==> src/rtl/cacheline_adaptor.sv <==
// Cache-line to memory-burst adaptor: turns one 256-bit line read/write into a
// fixed-length burst of 64-bit beats and returns a single-cycle completion pulse.

module cacheline_adaptor_checker (
    input logic clk,
    input logic rst_n,
    input logic read_o,
    input logic write_o,
    input logic resp_o
);

    // The memory port must never see a read and a write request together
    a_rw_exclusive: assert property (@(posedge clk) disable iff (!rst_n)
        !(read_o && write_o))
        else $error("read_o and write_o asserted together");

    // Completion is a one-cycle pulse; DONE always falls back to IDLE
    a_resp_pulse: assert property (@(posedge clk) disable iff (!rst_n)
        resp_o |=> !resp_o)
        else $error("resp_o held longer than one cycle");

endmodule

module cacheline_adaptor #(
    parameter int LINE_WIDTH = 256,
    parameter int BEAT_WIDTH = 64,
    parameter int BURST_LEN  = 4,
    parameter int ADDR_WIDTH = 32
) (
    input  logic                  clk,
    input  logic                  rst_n,
    input  logic [LINE_WIDTH-1:0] line_i,
    output logic [LINE_WIDTH-1:0] line_o,
    input  logic [ADDR_WIDTH-1:0] address_i,
    input  logic                  read_i,
    input  logic                  write_i,
    output logic                  resp_o,
    input  logic [BEAT_WIDTH-1:0] burst_i,
    output logic [BEAT_WIDTH-1:0] burst_o,
    output logic [ADDR_WIDTH-1:0] address_o,
    output logic                  read_o,
    output logic                  write_o,
    input  logic                  resp_i
);

    localparam int CNT_W = (BURST_LEN > 1) ? $clog2(BURST_LEN) : 1;
    localparam int OFF_W = $clog2(LINE_WIDTH / 8);

    typedef enum logic [1:0] {
        IDLE = 2'd0,
        RD   = 2'd1,
        WR   = 2'd2,
        DONE = 2'd3
    } state_t;

    state_t                  state_r;
    logic [CNT_W-1:0]        cnt_r;
    logic [LINE_WIDTH-1:0]   line_r;
    logic [LINE_WIDTH-1:0]   line_o_r;
    logic [ADDR_WIDTH-1:0]   address_o_r;
    logic                    read_o_r;
    logic                    write_o_r;
    logic                    resp_o_r;
    logic [LINE_WIDTH-1:0]   line_nxt_s;
    logic [BEAT_WIDTH-1:0]   burst_o_s;
    logic                    last_beat_s;

    // Memory bursts always start on a line boundary
    function automatic logic [ADDR_WIDTH-1:0] align_addr(input logic [ADDR_WIDTH-1:0] addr);
        logic [ADDR_WIDTH-1:0] mask;
        mask = {ADDR_WIDTH{1'b1}} << OFF_W;
        return addr & mask;
    endfunction

    assign last_beat_s = (cnt_r == CNT_W'(BURST_LEN - 1));

    // Line buffer with the incoming read beat merged into slot cnt_r
    always_comb begin
        line_nxt_s = line_r;
        for (int b = 0; b < BURST_LEN; b++) begin
            line_nxt_s[b*BEAT_WIDTH +: BEAT_WIDTH] = (cnt_r == CNT_W'(b)) ?
                burst_i : line_r[b*BEAT_WIDTH +: BEAT_WIDTH];
        end
    end

    // Write beat follows cnt_r directly so an accept advances it the next cycle
    always_comb begin
        burst_o_s = {BEAT_WIDTH{1'b0}};
        for (int b = 0; b < BURST_LEN; b++) begin
            burst_o_s = burst_o_s |
                ({BEAT_WIDTH{write_o_r && (cnt_r == CNT_W'(b))}} &
                 line_r[b*BEAT_WIDTH +: BEAT_WIDTH]);
        end
    end

    // Transaction FSM with all request/response outputs held in registers
    always_ff @(posedge clk) begin
        if (!rst_n) begin
            state_r     <= IDLE;
            cnt_r       <= {CNT_W{1'b0}};
            line_r      <= {LINE_WIDTH{1'b0}};
            line_o_r    <= {LINE_WIDTH{1'b0}};
            address_o_r <= {ADDR_WIDTH{1'b0}};
            read_o_r    <= 1'b0;
            write_o_r   <= 1'b0;
            resp_o_r    <= 1'b0;
        end else begin
            case (state_r)
                IDLE: begin
                    resp_o_r <= 1'b0;
                    cnt_r    <= {CNT_W{1'b0}};
                    // Writeback wins so a dirty victim leaves before the fill
                    if (write_i) begin
                        line_r      <= line_i;
                        address_o_r <= align_addr(address_i);
                        write_o_r   <= 1'b1;
                        state_r     <= WR;
                    end else if (read_i) begin
                        address_o_r <= align_addr(address_i);
                        read_o_r    <= 1'b1;
                        state_r     <= RD;
                    end else begin
                        state_r <= IDLE;
                    end
                end
                RD: begin
                    if (resp_i) begin
                        line_r <= line_nxt_s;
                        if (last_beat_s) begin
                            line_o_r    <= line_nxt_s;
                            cnt_r       <= {CNT_W{1'b0}};
                            read_o_r    <= 1'b0;
                            address_o_r <= {ADDR_WIDTH{1'b0}};
                            resp_o_r    <= 1'b1;
                            state_r     <= DONE;
                        end else begin
                            cnt_r <= cnt_r + CNT_W'(1);
                        end
                    end else begin
                        cnt_r <= cnt_r;
                    end
                end
                WR: begin
                    if (resp_i) begin
                        if (last_beat_s) begin
                            cnt_r       <= {CNT_W{1'b0}};
                            write_o_r   <= 1'b0;
                            address_o_r <= {ADDR_WIDTH{1'b0}};
                            resp_o_r    <= 1'b1;
                            state_r     <= DONE;
                        end else begin
                            cnt_r <= cnt_r + CNT_W'(1);
                        end
                    end else begin
                        cnt_r <= cnt_r;
                    end
                end
                DONE: begin
                    resp_o_r <= 1'b0;
                    state_r  <= IDLE;
                end
                default: begin
                    state_r     <= IDLE;
                    cnt_r       <= {CNT_W{1'b0}};
                    address_o_r <= {ADDR_WIDTH{1'b0}};
                    read_o_r    <= 1'b0;
                    write_o_r   <= 1'b0;
                    resp_o_r    <= 1'b0;
                end
            endcase
        end
    end

    assign line_o    = line_o_r;
    assign resp_o    = resp_o_r;
    assign burst_o   = burst_o_s;
    assign address_o = address_o_r;
    assign read_o    = read_o_r;
    assign write_o   = write_o_r;

    cacheline_adaptor_checker u_checker (
        .clk     (clk),
        .rst_n   (rst_n),
        .read_o  (read_o_r),
        .write_o (write_o_r),
        .resp_o  (resp_o_r)
    );

endmodule
==> config.mk <==
export PLATFORM = sky130hd
export DESIGN_NAME = cacheline_adaptor
export DESIGN_NICKNAME = d
export VERILOG_FILES = /design/src/rtl/cacheline_adaptor.sv
export SDC_FILE = /design/constraint.sdc
export NUM_CORES = 1
export LEC_CHECK = 0
export CELL_PAD_IN_SITES_DETAIL_PLACEMENT = 2
export CELL_PAD_IN_SITES_GLOBAL_PLACEMENT = 2
export CORE_ASPECT_RATIO = 0.5
export CORE_MARGIN = 4
export CORE_UTILIZATION = 26
export DETAILED_ROUTE_END_ITERATION = 16
export HOLD_SLACK_MARGIN = 0.15
export PLACE_DENSITY_LB_ADDON = 0.1
export SETUP_SLACK_MARGIN = 0.5
export SYNTH_ARGS = -nofsm -noshare
export SYNTH_HDL_FRONTEND = slang
export SYNTH_SLANG_ARGS = --single-unit
==> constraint.sdc <==
create_clock -name clk -period 1.9 [get_ports clk]
set_input_delay 0.57 -clock clk [delete_from_list [all_inputs] [get_ports clk]]
set_output_delay 0.57 -clock clk [all_outputs]
set_load 0.01 [all_outputs]
== After elaboration in Yosys (flattened, before gate mapping) ==
Cells that the tools add are included.
Word-level totals
  bits in writable memories: 0
  flip-flop bits (word level): 551
  input port bits: 357
  bits in latches: 0
  memories kept: 0
  ROM bits: 0
Cells by class
  divide/modulo/power cells: 0
  multiply operators: 0
  shift-type cells: 0
  reductions and logical operators: 18
  order comparisons: 0
  muxes and demuxes: 30
  bitwise logic cells: 7
  add/subtract/negate cells: 1
  equal/unequal tests: 16
Operator list (number)
  two-way mux 256 bit: 2
  one-hot mux 256 bit (2 select lines): 1
  AND 64 bit: 4
  two-way mux 64 bit: 4
  OR 64 bit: 3
  two-way mux 32 bit: 4
  one-hot mux 32 bit (2 select lines): 1
  != test 2 bit (second input constant): 7
  two-way mux 2 bit: 5
  == test 2 bit (second input constant): 4
  two-way mux 1 bit: 8
  AND reduction 4 bit: 2
  one-hot mux 1 bit (2 select lines): 3
  one-hot mux 2 bit (3 select lines): 1
  AND reduction 3 bit: 2
  nonzero test 2 bit: 3
  AND reduction 5 bit: 1
  == test 2 x 1 -> 1 bit (second input constant): 2
  logical AND 1 bit: 4
  zero test 2 bit: 2
  != test 2 x 1 -> 1 bit (second input constant): 2
  one-hot mux 2 bit (2 select lines): 1
  AND reduction 2 bit: 2
  OR reduction 2 bit: 2
  2 further kinds: 2

== Depth between registers and ports, before layout ==
Gate-level depths: netlist (run 1).
  depth in word-level cells: 6
  depth in mapped cells: 9
  mapped depth without buffers: 6

== Worst setup path after synthesis (run 1) ==
OpenSTA, ideal clock, no wires.
  path type: register -> output
  start: register cnt_r[1]
  end: output burst_o[39]
  arrival: 1.607 ns
  stages on the path, launching flop included: 8
  required time: 1.330 ns
  path buffers: 3
  slack: -0.277 ns
  cell sequence: dfxtp_1 -> inv_1 -> ha_1 -> buf_2 -> buf_2 -> clkbuf_1 -> a22oi_1 -> a21boi_0
Between the ends
  longest elaborated chain between the ends: 6
  elaborated cells between the ends (all ways): 15
RTL lines
  from (decl): line 57  | logic [CNT_W-1:0] cnt_r;
  from (signal assigned): line 100  | cnt_r <= {CNT_W{1'b0}};
  from (signal assigned): line 111  | cnt_r <= {CNT_W{1'b0}};
  from (signal assigned): line 131  | cnt_r <= {CNT_W{1'b0}};
  == test 2 x 1 -> 1 bit or zero test 2 bit (tied branches): line 91  | ({BEAT_WIDTH{write_o_r && (cnt_r == CNT_W'(b))}} &
  logical AND 1 bit: line 91
  AND 64 bit: line 91
  OR 64 bit (2 in series): line 90  | burst_o_s = burst_o_s |
  OR 64 bit (*): line 90
  to (decl): line 39  | output logic [BEAT_WIDTH-1:0] burst_o,
Every way passes the cells marked *; elsewhere a longest branch is shown, timed or not.

== Worst setup path after layout (run 1) ==
  start: register cnt_r[1]
  end: output burst_o[35]
Same word-level chain as after synthesis.

==> results.ini, run 1 <==
[synth]
synthFlopType=dfxtp_1
synth-simple-area-share=0.08281
netlist_instances=2633
synth_edf_count=0
synth_top_family_by_area=compound AO/OA/AOI/OAI gates
synth_area_um2=24750
syn_area_per_cell_um2=9.400
ys_seq_elements=546
ys_seq_area_frac=0.4416
synth.top_cells.by_count=dfxtp_1, nand2_1, nor2_1, o21ai_0, mux2i_1
synthTopCellsByArea=dfxtp_1, mux2i_1, o2bb2ai_1
synth_warnings=0
synth-compound-area-share=0.3083
synthAdderAreaFrac=0.003539
async_flop_share=0
synth_most_common_cell=dfxtp_1
synth_cell_types=31
synth_mux_area_frac=0.1039
synthXorXnorAreaFrac=0
yosysTopAreaCell=dfxtp_1
yosysTopAreaCellShare=0.4416

[floorplanning]
ioPinCount=712
fp.coreArea_um2=93700
rows=79
start_util=0.2641
die_h_um=226.2
die_w_um=444.3
die_area_um2=100500

[power]
cellLeakagePower_nw=14.67
ir_worst_vdd_v=0.0007676
p_per_area_nw_per_um2=1234

[global_routing]
first_global_vias=27905
grt_pass1_wl_mm=187.7
grt-ovfl-total=0
grt_max_degree=104
antenna_found_initial=20
track_usage=0.2454

[cells_and_area]
syn_to_final_growth_pct=70.83
postLayoutCoreUtil=0.4512
layout.nets=3995
layout-drive-gt1-share=0.3315

[drt]
viasPerCell=5.190
via_count=25643
drt_iter0_drc=1218
wirelength_mm=133.6
drc=0
wl_per_cell_um=27.04
dr.pass1.iters=5
ant_nets=0

[sta]
fin_crit_ns=2.799
max_slew_margin=0.6361
fmax_mhz=357.3
worst_slew_pin_slew_ns=0.5458
setup_ws_ns=-0.8992
finClkSkew_ns=0.02704
final-hold-violation-count=0
rsz0062_at_grt=true
period_share=1.473
setup_violations=719
finalMaxSlewViolations=0
tns_ns=-228.53

[status]
violations=setup timing
status=complete, but fails checks

[clocking]
root_buffer=clkbuf_16
cts_max_level=2
clockBufferDepth=3
hold_buffers=0
clk_latency_ns=0.65
clock-sinks=546
tritoncts=done
cts_inserted_buffers=56
clk_pin_slew_ns=0.08

[placed_design]
io_buffers=701
post-place-ws_ns=-0.6314
dp_hpwl_mm=84.47
routabilityCongestion=0.7756

[worst_setup_path]
critPathMaxFanout=5
worst_setup_path_start_kind=flop
cp_data_arrival_time_ns=2.23
crit_path_end_kind=primary output
worstSetupPathType=flop to primary output
required_ns=1.33

[run]
cap_violations=0

[min_path]
holdCritPathClass=flop to flop

[per-stage QoR]
stage / std cells / total power [mW] / hold slack [ns] / instance area (um2)
after detailed placement: 4605 / 37.72 / 0.4578 / 35800
after CTS: 4851 / 51.17 / 0.4767 / 40810
after global routing: 4939 / 55.13 / 0.4937 / 42280
final: 4941 / 52.15 / 0.4744 / 42280
after global placement: 4605 / 37.15 / 0.4556 / 35800
after floorplan: 2637 / 28.57 / 0.4536 / 25880
[placed cells by master, fill, tap and decap left out, drive strengths merged, types with 3 or more instances in the layout]
master         instances
a211oi               256
a21boi                65
a21oi                  6
a22o                  27
a22oi                128
buf                  616
bufbuf                 8
bufinv                 5
clkbuf                94
clkdlybuf4s50        572
clkinv                 7
clkinvlp               3
conb                   5
dfxtp                546
diode                 18
ha                     7
inv                    6
mux2i                257
nand2                265
nor2                 266
o21ai                261
o2bb2ai              256
[logic make-up after synthesis]
| family | after synthesis |
|---|---|
| muxes | 257 |
| DFF | 546 |
| AOI/OAI and AO/OA | 1004 |
| other | 1 |
| buffers and inverters | 280 |
| and+or+nand+nor | 538 |
| adders and majority gates | 7 |
[critical path, cell delays in order, from the launching register on]
cell and delay [ns]:
dfxtp_4 0.38, buf_12 0.11, ha_4 0.18, buf_12 0.16, buf_16 0.15, buf_6 0.12, a22oi_2 0.07, a21boi_2 0.22
buf_2 0.18
[layer usage]
| metal | global-route usage | routed length [um] |
|---|---|---|
| met1 | 0.2875 | 54970 |
| met4 | 0.08874 | 4863 |
| met3 | 0.03412 | 4120 |
| met5 | 0 | 40 |
| met2 | 0.4575 | 69590 |
[cell type report]
type	instances	area (um2)
Clock buffer	80	1613
Clock inverter	15	211.5
Multi-Input combinational cell	1811	13990
Sequential cell	546	11070
Tap cell	1255	1570
Timing Repair Buffer	1210	13740
Fill cell	9674	51420
Inverter	6	35.03
Antenna cell	18	45.04
[report_power, final]
part           leakage (nW)  switching (mW)  total, mW  internal, mW
sequential             4.49            3.18       17.6          14.4
clock                 0.888            5.22       11.8          6.53
combinational          9.29            12.4       22.8          10.4
total                  14.7            20.8       52.2          31.4
[flip-flops by register name, indices dropped and copies added, names as in the netlist]
signal,flops
write_o,1
line_o,256
cnt_r,2
address_o,27
resp_o,1
line_r,256
state_r,2
read_o,1
[timing repair]
action                                 CTS  global route
buffers inserted                       101            58
cloned                                  50            14
setup endpoints to repair              896           896
endpoints found under the hold margin    0             0
pin swaps                              135           112
resized for setup                      923           157
[path summary, 6_finish.rpt]
kind,startpoint,to,slack (ns),cells after the start
setup / recovery,cnt_r[1],burst_o[35],-0.90,8
hold / removal,address_o[16],address_o[16],0.47,1
setup reg to reg,cnt_r[0],line_o[180],-0.53,13
hold reg to reg,address_o[16],address_o[16],0.47,1
(Power assumes the default switching activity.)
==> run 2, diff against run 1 <==
- RECOVER_POWER: default -> 50
==> results of run 2 <==
Final layout, timing and power as in run 1 (identical DEF).
